==> src/rtl/noc_output_unit.sv <==
// Output-port unit for the NoC router: round-robin wormhole allocator, crossbar column
// and registered output stage driving a valid/ready link to the next hop.
module noc_output_unit #(
  parameter int NUM_IN     = 5,
  parameter int DATA_WIDTH = 32,
  parameter int LEN_WIDTH  = 12
) (
  input  logic                         clk,
  input  logic                         rst,
  input  logic [NUM_IN-1:0]            req_in,
  input  logic [NUM_IN*DATA_WIDTH-1:0] data_in,
  output logic [NUM_IN-1:0]            pop_out,
  output logic [DATA_WIDTH-1:0]        data_out,
  output logic                         valid_out,
  input  logic                         ready_in,
  output logic                         busy_out,
  output logic [NUM_IN-1:0]            owner_out,
  output logic                         err_out
);
  localparam int PTR_W = (NUM_IN > 1) ? $clog2(NUM_IN) : 1;
  localparam logic [2:0] ID_HEAD = 3'b001;
  localparam logic [2:0] ID_TAIL = 3'b100;

  typedef enum logic {IDLE = 1'b0, XFER = 1'b1} state_e;

  state_e                state_q, state_d;
  logic [PTR_W-1:0]      rr_q, rr_d;
  logic [PTR_W-1:0]      own_idx_q, own_idx_d;
  logic [NUM_IN-1:0]     owner_q, owner_d;
  logic [LEN_WIDTH-1:0]  rem_q, rem_d;
  logic [DATA_WIDTH-1:0] data_q, data_d;
  logic                  valid_q, valid_d;
  logic                  err_q, err_d;

  logic                  load_ok;
  logic                  found;
  logic [PTR_W-1:0]      cand;
  logic [PTR_W-1:0]      sel_idx;
  logic [DATA_WIDTH-1:0] sel_flit;
  logic [DATA_WIDTH-1:0] own_flit;
  logic [LEN_WIDTH-1:0]  sel_len;
  logic [NUM_IN-1:0]     bad_head;
  logic [NUM_IN-1:0]     pop;

  function automatic logic [PTR_W-1:0] wrap_add(input logic [PTR_W-1:0] p, input int k);
    int s;
    s = int'(p) + k;
    if (s >= NUM_IN) begin
      s = s - NUM_IN;
    end else begin
      s = s;
    end
    return PTR_W'(s);
  endfunction

  function automatic logic [2:0] flit_id(input logic [DATA_WIDTH-1:0] f);
    return f[DATA_WIDTH-1 -: 3];
  endfunction

  assign load_ok  = !valid_q || ready_in;
  assign sel_flit = data_in[int'(sel_idx)*DATA_WIDTH +: DATA_WIDTH];
  assign own_flit = data_in[int'(own_idx_q)*DATA_WIDTH +: DATA_WIDTH];
  assign sel_len  = sel_flit[DATA_WIDTH-4 -: LEN_WIDTH];

  // Round-robin search for the first requesting header at or after rr_q.
  always_comb begin
    found    = 1'b0;
    sel_idx  = '0;
    cand     = '0;
    bad_head = '0;
    for (int k = 0; k < NUM_IN; k++) begin
      cand = wrap_add(rr_q, k);
      if (!found && req_in[cand] &&
          flit_id(data_in[int'(cand)*DATA_WIDTH +: DATA_WIDTH]) == ID_HEAD) begin
        found   = 1'b1;
        sel_idx = cand;
      end else begin
        found   = found;
      end
    end
    for (int i = 0; i < NUM_IN; i++) begin
      bad_head[i] = req_in[i] && (flit_id(data_in[i*DATA_WIDTH +: DATA_WIDTH]) != ID_HEAD);
    end
  end

  // Next-state, pop and output-register load decisions.
  always_comb begin
    state_d   = state_q;
    rr_d      = rr_q;
    own_idx_d = own_idx_q;
    owner_d   = owner_q;
    rem_d     = rem_q;
    data_d    = data_q;
    valid_d   = valid_q;
    err_d     = err_q;
    pop       = '0;
    case (state_q)
      IDLE: begin
        err_d = err_q | (|bad_head);
        if (found && load_ok) begin
          pop[sel_idx] = 1'b1;
          data_d       = sel_flit;
          valid_d      = 1'b1;
          // Lengths 0 and 1 are both single-flit packets that never enter XFER.
          if (sel_len <= LEN_WIDTH'(1)) begin
            rem_d = '0;
            rr_d  = wrap_add(sel_idx, 1);
          end else begin
            rem_d     = sel_len - LEN_WIDTH'(1);
            own_idx_d = sel_idx;
            owner_d   = NUM_IN'(1) << sel_idx;
            state_d   = XFER;
          end
        end else if (ready_in) begin
          valid_d = 1'b0;
        end else begin
          valid_d = valid_q;
        end
      end
      XFER: begin
        if (req_in[own_idx_q] && load_ok) begin
          pop[own_idx_q] = 1'b1;
          data_d         = own_flit;
          valid_d        = 1'b1;
          rem_d          = rem_q - LEN_WIDTH'(1);
          if (flit_id(own_flit) == ID_HEAD ||
              (flit_id(own_flit) == ID_TAIL && rem_q != LEN_WIDTH'(1))) begin
            err_d = 1'b1;
          end else begin
            err_d = err_q;
          end
          if (flit_id(own_flit) == ID_TAIL || rem_q == LEN_WIDTH'(1)) begin
            state_d   = IDLE;
            rr_d      = wrap_add(own_idx_q, 1);
            own_idx_d = '0;
            owner_d   = '0;
          end else begin
            state_d   = XFER;
          end
        end else if (ready_in) begin
          valid_d = 1'b0;
        end else begin
          valid_d = valid_q;
        end
      end
      default: begin
        state_d = IDLE;
      end
    endcase
  end

  // State and output registers.
  always_ff @(posedge clk) begin
    if (rst) begin
      state_q   <= IDLE;
      rr_q      <= '0;
      own_idx_q <= '0;
      owner_q   <= '0;
      rem_q     <= '0;
      data_q    <= '0;
      valid_q   <= 1'b0;
      err_q     <= 1'b0;
    end else begin
      state_q   <= state_d;
      rr_q      <= rr_d;
      own_idx_q <= own_idx_d;
      owner_q   <= owner_d;
      rem_q     <= rem_d;
      data_q    <= data_d;
      valid_q   <= valid_d;
      err_q     <= err_d;
    end
  end

  assign pop_out   = rst ? '0 : pop;
  assign data_out  = data_q;
  assign valid_out = valid_q;
  assign busy_out  = (state_q == XFER);
  assign owner_out = owner_q;
  assign err_out   = err_q;

endmodule

==> config.mk <==
export PLATFORM = sky130hd
export DESIGN_NAME = noc_output_unit
export DESIGN_NICKNAME = d
export VERILOG_FILES = /design/src/rtl/noc_output_unit.sv
export SDC_FILE = /design/constraint.sdc
export NUM_CORES = 1
export LEC_CHECK = 0
export CAP_MARGIN = 30
export CORE_MARGIN = 4
export CORE_UTILIZATION = 44
export CTS_BUF_LIST = sky130_fd_sc_hd__clkbuf_2
export DETAILED_ROUTE_END_ITERATION = 10
export GPL_ROUTABILITY_DRIVEN = 0
export PLACE_DENSITY = 0.79
export RECOVER_POWER = 50
export SETUP_SLACK_MARGIN = 0.5
export SLEW_MARGIN = 15
export SYNTH_ARGS = -nofsm -noshare
export SYNTH_HDL_FRONTEND = slang
export SYNTH_SLANG_ARGS = --single-unit
==> constraint.sdc <==
create_clock -name clk -period 6.05 [get_ports clk]
set_clock_uncertainty 0.15 [all_clocks]
set_input_delay 1.21 -clock clk [delete_from_list [all_inputs] [get_ports clk]]
set_output_delay 1.21 -clock clk [all_outputs]
set_load 0.01 [all_outputs]
# Yosys cells after proc, flatten, opt, wreduce, memory -nomap -nowiden
# Index checks and enable logic that the tools add are counted.
[classes]
n_eq_ne = 20
addsub = 15
n_lt_le_gt_ge = 17
n_reduce_logical = 32
n_bitwise = 2
n_shift = 8
mux = 71
[ops]
columns = ["operator", "count"]
rows = [
  ["indexed part select 160 x 9 -> 32 bit", 7],
  ["2-to-1 mux 32 bit", 2],
  ["one-hot mux 32 bit (2 select lines)", 1],
  ["2-to-1 mux 3 bit", 20],
  ["2-to-1 mux 12 bit", 3],
  ["2-to-1 mux 5 bit", 7],
  ["< comparator 3 x 4 -> 1 bit (second input constant)", 7],
  ["greater-or-equal comparator 4 x 3 -> 1 bit (second input constant)", 6],
  ["one-hot mux 12 bit (2 select lines)", 1],
  ["subtractor 12 x 1 -> 12 bit (second input constant)", 2],
  ["2-to-1 mux 1 bit", 22],
  ["subtractor 3 bit (second input constant)", 7],
  ["one-hot mux 5 bit (2 select lines)", 2],
  ["logical AND 1 bit", 19],
  ["binary-select mux 1 bit (select 3 bit)", 6],
  ["equality test 3 x 1 -> 1 bit (second input constant)", 6],
  ["inequality test 3 x 1 -> 1 bit (second input constant)", 5],
  ["adder 3 x 1 -> 4 bit (second input constant)", 3],
  ["equality test 12 x 1 -> 1 bit (second input constant)", 1],
  ["less-or-equal comparator 12 x 1 -> 1 bit (second input constant)", 1],
  ["inequality test 12 x 1 -> 1 bit (second input constant)", 1],
  ["one-hot mux 3 bit (2 select lines)", 2],
  ["adder 3 x 2 -> 4 bit (second input constant)", 2],
  ["AND reduction 4 bit", 2],
  ["15 further kinds", 30],
]
[totals]
out_inout_bits = 45
regBits = 58

# Logic depth before layout (Yosys ltp)
# Gate-level depths: netlist of run 1.
[depth]
depth_word = 29
mapped_depth = 26
mapped_depth_nobuf = 21

# Worst setup path before layout of run 1
# No wires, ideal clock.
[synth_path]
kind = "register -> register"
start = "register rr_q[0]"
end = "register rem_q[6]"
path_stages_with_launch = 25
path_slack_ps = 128
t_arrival_ps = 5687
n_path_buf = 4
path_cell_list = "dfxtp_1 > inv_2 > buf_6 > ha_1 > ha_1 > buf_2 > a21oi_1 > mux2i_1 > mux2_2 > o21a_1 > a311oi_1 > a22oi_1 > o21ai_2 > buf_6 > mux2_1 > a222oi_1 > inv_1 > ha_1 > or2_2 > o2111a_1 > and4_1 > clkbuf_1 > a31oi_1 > o21ai_0 > a211oi_1"
[synth_between]
elab_chain_cells = 27
[synth_rtl]
columns = ["element", "line", "rtl"]
rows = [
  ["start: declaration", "27", "logic [PTR_W-1:0] rr_q, rr_d;"],
  ["start signal: assignment", "165", "rr_q <= rr_d;"],
  ["branches (longest 27 deep; another with adder 3 x 1 -> 4 bit)", "-", ""],
  ["end signal: assignment", "168", "rem_q <= rem_d;"],
  ["end: declaration", "30", "logic [LEN_WIDTH-1:0] rem_q, rem_d;"],
]
# Parallel ways; which one is timed is not known. The select of a mux whose other input is x is not followed.
# A chain may end at the register's enable or synchronous reset.

# Worst setup path in the final report of run 1
[layout_path]
start = "input port req_in[0]"
end = "register owner_q[4] (netlist: owner_out[4])"
[layout_between]
elab_chain_cells = 24
[layout_rtl]
columns = ["element", "line", "rtl"]
rows = [
  ["start: declaration", "10", "input logic [NUM_IN-1:0] req_in,"],
  ["binary-select mux 1 bit (select 3 bit)", "73", "if (!found && req_in[cand] &&"],
  ["2-to-1 mux 1 bit (implied by the code)", "73", ""],
  ["logical AND 1 bit", "73", ""],
  ["2-to-1 mux 1 bit", "73", ""],
  ["zero test 1 bit", "73", ""],
  ["logical AND 1 bit (2 in series)", "73", ""],
  ["2-to-1 mux 1 bit", "73", ""],
  ["zero test 1 bit", "73", ""],
  ["[... 6 more ...]", "-", ""],
  ["2-to-1 mux 1 bit", "73", ""],
  ["zero test 1 bit", "73", ""],
  ["logical AND 1 bit (2 in series)", "73", ""],
  ["2-to-1 mux 3 bit", "73", ""],
  ["indexed part select 160 x 9 -> 32 bit / left shift 1 x 3 -> 5 bit (equally long branches)", "61, 111", ""],
  ["less-or-equal comparator 12 x 1 -> 1 bit / 2-to-1 mux 5 bit (equally long branches)", "105", "if (sel_len <= LEN_WIDTH'(1)) begin"],
  ["inequality test 2 bit (no line) / 2-to-1 mux 5 bit (equally long branches)", "-", ""],
  ["AND reduction 4 bit (no line) / one-hot mux 5 bit (2 select lines) (equally long branches)", "-", ""],
  ["end signal: assignment", "167", "owner_q <= owner_d;"],
  ["end: declaration", "29", "logic [NUM_IN-1:0] owner_q, owner_d;"],
]
# Several ways; a longest one is shown, not always the timed one. The select of a mux whose other input is x is not followed.

==> flow_metrics.py, run 1 <==
metrics = {
    "outcome": {
        "status": "finished, violations left",
        "violations": "max-capacitance violations, max-slew violations",
    },
    "yosys": {
        "synth_area_um2": 6840,
        "yosysUniqueCellTypes": 95,
        "ys_warn_count": 0,
        "syn_avg_cell_area_um2": 7.75,
        "synth.ff_latch_count": 58,
        "seq_area_frac_synth_pct": 17.0,
        "synthFlopType": "dfxtp_1",
        "synth-edff-count": 0,
        "synth_nets": 1070,
        "async_reset_ff_share_pct": 0,
        "postSynthCellCount": 882,
    },
    "die": {
        "die_y_um": 133,
        "ios": 213,
        "die_w_um": 133,
        "initial_core_util_pct": 45.0,
        "coreArea_um2": 15200,
        "dieArea_um2": 17600,
        "floorplan.rows": 45,
    },
    "sta": {
        "fin_crit_sh_pct": 92.7,
        "maxSlewViolCount": 24,
        "period_minus_slack_ns": 5.61,
        "hold_violations": 0,
        "timing.final.setup_violations": 0,
        "worst_slew_pin_slew_ns": 1.92,
        "rsz0062_at_grt": "true",
        "max_freq_ghz": 0.178,
        "slew_headroom_pct": -28.8,
    },
    "routing": {
        "wirelength_um": 29400,
        "via_per_inst": 6.48,
        "first_pass_iters": 7,
        "drc_errors": 0,
        "drt_iter0_drc": 911,
        "detail-route-antenna-nets": 0,
        "wire_per_inst_um": 21.5,
        "vias": 8877,
    },
    "worst_setup_path": {
        "r2r_start": "rr_q[1]",
        "cp-start-kind": "input port",
        "path_class": "input port to flop",
        "arrival_ns": 5.95,
        "cp-startpoint": "req_in[0]",
        "cp_data_required_time_ns": 6.39,
        "worstPathMaxFanout": 7,
        "crit_path_end_kind": "flop",
    },
    "clock_network": {
        "cts_root_buffer": "clkbuf_2",
        "cts_tree": "built",
        "clkLatencyLatePin_ns": 0.55,
        "cts_made_buffers": 9,
        "cts_buffer_depth": 2,
        "clk_pin_slew_ns": 0.20,
        "cts.htree.levels": 3,
        "hold_buffers": 0,
        "cts_sinks": 58,
    },
    "placement": {
        "io_buffers": 212,
        "dpl_cell_area_um2": 9780,
        "dp_hpwl_um": 21000,
    },
    "global_route": {
        "grt_max_degree": 59,
        "grt_first_pass_wirelength_um": 44500,
        "grt.overflow.total": 0,
        "grt_pass1_vias": 8453,
        "grt_util_all_layers_pct": 31.0,
        "antenna_found_initial": 1,
    },
    "power_and_ir_drop": {
        "power.density_nw_per_um2": 549,
        "max-vdd-ir-drop_mv": 0.322,
        "p_leak_nw": 4.07,
        "total_power_mw": 5.78,
    },
    "final_layout": {
        "multi_input_area_um2": 5680,
        "final_common_cell": "clkdlybuf4s50_1",
        "area_growth_pct": 53.8,
        "stdcell_area_um2": 10500,
        "seqCellArea_um2": 1170,
        "fill_cells": 1172,
        "drive_gt1_share_pct": 23.4,
        "fin_nets": 1362,
        "mostFrequentLayoutCells": "clkdlybuf4s50_1 (155), buf_4 (119), nand2_1 (93)",
    },
    "min_path": {
        "holdCritPathClass": "flop to flop",
        "hp-start": "data_out[25]",
    },
    "run": {
        "timing.max_cap.violations": 1,
    },
}
## metal layers
metal / wire, um / track usage (%) / up-vias / part of all wire, %
li1: - / - / 3997 / -
met1: 10800 / 38.2 / 4127 / 37
met2: 13900 / 51.4 / 633 / 47
met3: 3420 / 8.78 / 120 / 12
met4: 1200 / 12.1 / 0 / 4.1
met5: 0 / 0 / - / 0
## synthesized netlist by cell type (all sizes together) (4+ instances only)
cell type / instances / area share [%]
a211oi: 8 / 0.88
a21oi: 88 / 6.7
a221oi: 7 / 1.1
a22oi: 15 / 1.6
a311oi: 4 / 0.51
a31oi: 27 / 2.5
a32oi: 5 / 0.64
and2: 5 / 0.46
and3: 4 / 0.37
buf: 18 / 1.7
clkbuf: 48 / 2.6
dfxtp: 58 / 17
ha: 19 / 3.5
inv: 23 / 1.3
mux2: 11 / 1.8
mux2i: 83 / 12
mux4: 19 / 6.3
nand2: 94 / 5.2
nand2b: 9 / 0.93
nand3: 24 / 1.8
nor2: 84 / 4.6
nor2b: 6 / 0.55
nor3: 20 / 1.5
nor4: 7 / 0.73
nor4bb: 4 / 0.59
o211ai: 11 / 1.2
o21a: 5 / 0.57
o21ai: 31 / 2.5
o221a: 4 / 0.66
o221ai: 30 / 3.8
o22ai: 13 / 1.5
o2bb2ai: 5 / 0.64
o31a: 4 / 0.64
o31ai: 5 / 0.75
or2: 6 / 0.55
or3: 6 / 0.55
or4: 4 / 0.55
xnor2: 8 / 1.0
xor2: 5 / 0.64
## kinds of logic (layout without fill, tap and decap cells)
kind of cell | Yosys count | after routing | share of synthesized area, %
fa+ha+maj | 20 | 20 | 3.77
flops | 58 | 58 | 17.0
mux | 113 | 113 | 20.2
other cells | 0 | 2 | 0
compound gates | 296 | 296 | 30.8
simple gates | 292 | 292 | 20.9
xor+xnor | 13 | 13 | 1.66
buf+inv | 90 | 387 | 5.67
## critical path, stage by stage
cell and delay (ns):
dlygate4sd3_1 0.60, nor4bb_1 0.17, buf_4 0.16, nand2_1 0.08, a21oi_1 0.08, o31a_4 0.35
buf_4 0.16, nor2_2 0.14, nand3_1 0.13, or3_4 0.36, o21ai_4 0.09, buf_6 0.15
mux2_4 0.30, a222oi_1 0.33, buf_4 0.18, ha_1 0.16, or2_4 0.12, o2111a_1 0.19
and4_4 0.28, buf_4 0.12, nand3_2 0.14, mux2_4 0.34, a21oi_1 0.13
## path summary, 6_finish.rpt
kind / end / slack, ns / cells after the start
setup / recovery: owner_out[4] / 0.44 / 23
hold / removal: data_out[25] / 0.31 / 2
setup reg to reg: owner_out[4] / 0.60 / 23
hold reg to reg: data_out[25] / 0.31 / 2
## final cells by class
| cell class | instances | area share [%] |
|---|---|---|
| clock buffers | 10 | 0.476 |
| inverters | 24 | 0.940 |
| flip-flops and latches | 58 | 11.1 |
| repair buffers | 347 | 30.4 |
| diodes | 2 | 0.0476 |
| well taps | 188 | 2.24 |
| multi-input cells | 734 | 54.0 |
| clock inverters | 6 | 0.773 |
## where the power goes
group | internal (mW) | total, mW | switching (mW)
logic | 2.25 | 4.89 | 2.64
registers | 0.492 | 0.582 | 0.0900
clock network | 0.136 | 0.308 | 0.173
## flip-flops by register name, indices dropped and copies added (netlist names)
register and flops:
busy_out 1, data_out 32, err_out 1, own_idx_q 3, owner_out 5, rem_q 12
rr_q 3, valid_out 1
## through the flow
| step | util (%) | setup TNS [ns] | setup slack, ns | instances | hold slack [ns] |
|---|---|---|---|---|---|
| final | 69.2 | 0 | 0.441 | 1369 | 0.314 |
| after global routing | 69.2 | 0 | 0.229 | 1369 | 0.333 |
| after CTS | 66.6 | 0 | 0.433 | 1337 | 0.319 |
| after detailed placement | 64.3 | -1.27 | -0.172 | 1311 | 0.297 |
| after global placement | 64.3 | 0 | 0.00621 | 1310 | 0.288 |
| after floorplan | - | 0 | 0.365 | 882 | 0.326 |
## repair_timing
item | in CTS | in global routing
buffers inserted | 10 | 29
hold endpoints to repair | 0 | 0
setup endpoints to repair | 27 | 29
gates cloned | 0 | 0
pin swaps | 18 | 26
resized for setup | 53 | 51
Note: power is estimated with default switching activity, not from simulation.
==> run 2: changes to the inputs <==
--- a/config.mk
+++ b/config.mk
@@ -9,6 +9,7 @@
 export CORE_MARGIN = 4
 export CORE_UTILIZATION = 44
 export CTS_BUF_LIST = sky130_fd_sc_hd__clkbuf_2
+export CTS_CLUSTER_DIAMETER = 100
 export DETAILED_ROUTE_END_ITERATION = 10
 export GPL_ROUTABILITY_DRIVEN = 0
 export PLACE_DENSITY = 0.79
==> results of run 2 <==
No change in the layout: final DEF, timing and power equal those of run 1.
==> RTL change (flow settings as in run 1) <==
Register the output `err_out` once more, with the module's reset; this adds one clock of latency there. The other outputs are not delayed to match.
--- a/src/rtl/noc_output_unit.sv
+++ b/src/rtl/noc_output_unit.sv
@@ -177,7 +177,13 @@
   assign valid_out = valid_q;
   assign busy_out  = (state_q == XFER);
   assign owner_out = owner_q;
-  assign err_out   = err_q;
+  always_ff @(posedge clk) begin
+    if (rst) begin
+      err_out <= '0;
+    end else begin
+      err_out <= err_q;
+    end
+  end
 
 endmodule
 
Check against the original RTL: not settled (the Yosys comparison gave no result); the edit may change what the design does.
==> RTL change against run 1 <==
  * The flow still finishes with violations (max-capacitance violations, max-slew violations)
  * Area after synthesis is 1.6% lower
  * Design area is 5.4% lower
  * Synthesized cell count down 1.4%
  * Setup slack worse by 100 ps
  * Sequential cell count is 1 higher
  * Largest power group unchanged
  * Count of clock-buffer cells in the layout up 2
  * Total power is 36% lower
  * Sequential share of layout area grew 0.89 points
  * Wire length shrank 2.6%
  * Die area fell by 1.5%
==> RTL change: results (changes against run 1) <==
status=finished, violations left (unchanged); violated checks=max-capacitance violations, max-slew violations (unchanged); Top FF cell, synth=dfxtp_1 (unchanged); root buffer cell=clkbuf_2 (unchanged); largest cells by area after synthesis=dfxtp_1, mux2i_1, a21oi_1 (unchanged); slowest stage cell, crit path=mux4_2 (was dlygate4sd3_1); number of iterations in the first detailed-routing pass=6 (was 7); Post-Syn Instances=870 (was 882); crit-path max cell delay=490 ps (was 600 ps); Clk power=223 uW (was 308 uW); number of global-route vias before repair=8476 (was 8453); Cell Count, Final, Fillers Out=1335 (was 1369); top layer used by detailed routing=met4 (unchanged); Mapped Nets=1058 (was 1070); drt total wl=28600 um (was 29400 um); antenna violations before repair=1 (unchanged); Max VDD drop=0.257 mV (was 0.322 mV); CP delay by family, top=simple AND/OR/NAND/NOR gates (unchanged); port buffer count=212 (unchanged); largest net degree at the start of global routing=79 (was 59); Fill cells=1249 (was 1172); unique cell type count in the Yosys netlist=86 (was 95); post-synthesis async set-or-reset flop share=0% (unchanged); register area share after synthesis=17.6% (was 17.0%); Synth top cells by count=mux2i_1, a21oi_1, nor2_1 (was nand2_1, a21oi_1, nor2_1); Worst Hold Class=reg -> reg (unchanged); first-pass GRT wire length=44800 um (was 44500 um); max-cap check violation count=2 (was 1); cell internal pwr=1840 uW (was 2870 uW); aggregate global-route resource usage=31.4% (was 31.0%); slew margin rel.=-89.4% (was -28.8%); H-tree depth=3 (unchanged); CTS clk-pin slew, worst paths=180 ps (was 200 ps); Skew-Pair Late Insertion Delay=550 ps (about the same); max reg flops=32 (unchanged); Clk network pwr share=6.1% (was 5.3%); wire length on met1=10800 um (about the same); Arrival @ worst endpoint=4350 ps (was 5950 ps); DRT iter0 DRCs=922 (was 911); Crit Path Max Fanout=9 (was 7); detailed route wirelength on metal3=2970 um (was 3420 um); DR WL met2=13800 um (was 13900 um); deepest clock path buffer count=2 (unchanged); P_comb=2800 uW (was 4890 uW); layout cell share with drive strength beyond 1=19.7% (was 23.4%); CTS Buf Count=9 (unchanged); Vias=8581 (was 8877); leakage power=0.00400 uW (was 0.00407 uW); yosys warns=0 (unchanged); Slew Limit Fails=136 (was 24); CTS Hold Bufs=0 (unchanged); HPWL Detailed=21100 um (was 21000 um)
-- RTL change: metrics by stage --
step / setup TNS [ps] / setup slack [ps] / cell area (sq um)
finish: 0 / 337 / 9950
floorplan: 0 / 505 / 6790
global placement: -164 / -130 / 9640
CTS: 0 / 502 / 9850
global route: 0 / 282 / 9950
detailed placement: -1140 / -159 / 9640
-- RTL change: worst paths after layout --
check | slack (ps) | end | depth (start not counted) | start
setup / recovery | 340 | pop_out[4] | 13 | req_in[3]
hold reg to reg | 310 | data_out[13] | 2 | data_out[13]
hold / removal | 310 | data_out[13] | 2 | data_out[13]
setup reg to reg | 560 | rem_q[8] | 19 | rr_q[2]
-- RTL change: cell families (layout without fill, tap and decap cells) --
kind of cell / Yosys count / in the layout / share of synthesized area (%)
xor gates and xnor gates: 19 / 19 / 2.47
and+or+nand+nor: 269 / 269 / 19.1
other: 0 / 1 / 0
adders and majority gates: 20 / 20 / 3.83
buffers and inverters: 89 / 369 / 5.60
DFF: 59 / 59 / 17.6
muxes: 118 / 118 / 20.3
AOI/OAI and AO/OA: 296 / 296 / 31.2
-- RTL change: routing by layer --
metal	vias up	GRT usage, %
li1	3899	-
met1	4029	37.7
met2	563	52.8
met3	90	8.10
met4	0	14.2
met5	-	0
-- RTL change: cell type report --
type,count,share of cell area [%]
Inverter,21,0.843
Clock inverter,4,0.176
Tap cell,184,2.31
Antenna cell,1,0.0252
Sequential cell,59,12.0
Multi-Input combinational cell,722,54.2
Clock buffer,12,0.604
Timing Repair Buffer,332,29.8
-- RTL change: timing repair --
action | in CTS | in global routing
setup buffers | 7 | 7
resized for setup | 61 | 25
setup endpoints to repair | 25 | 23
pin swaps | 16 | 8
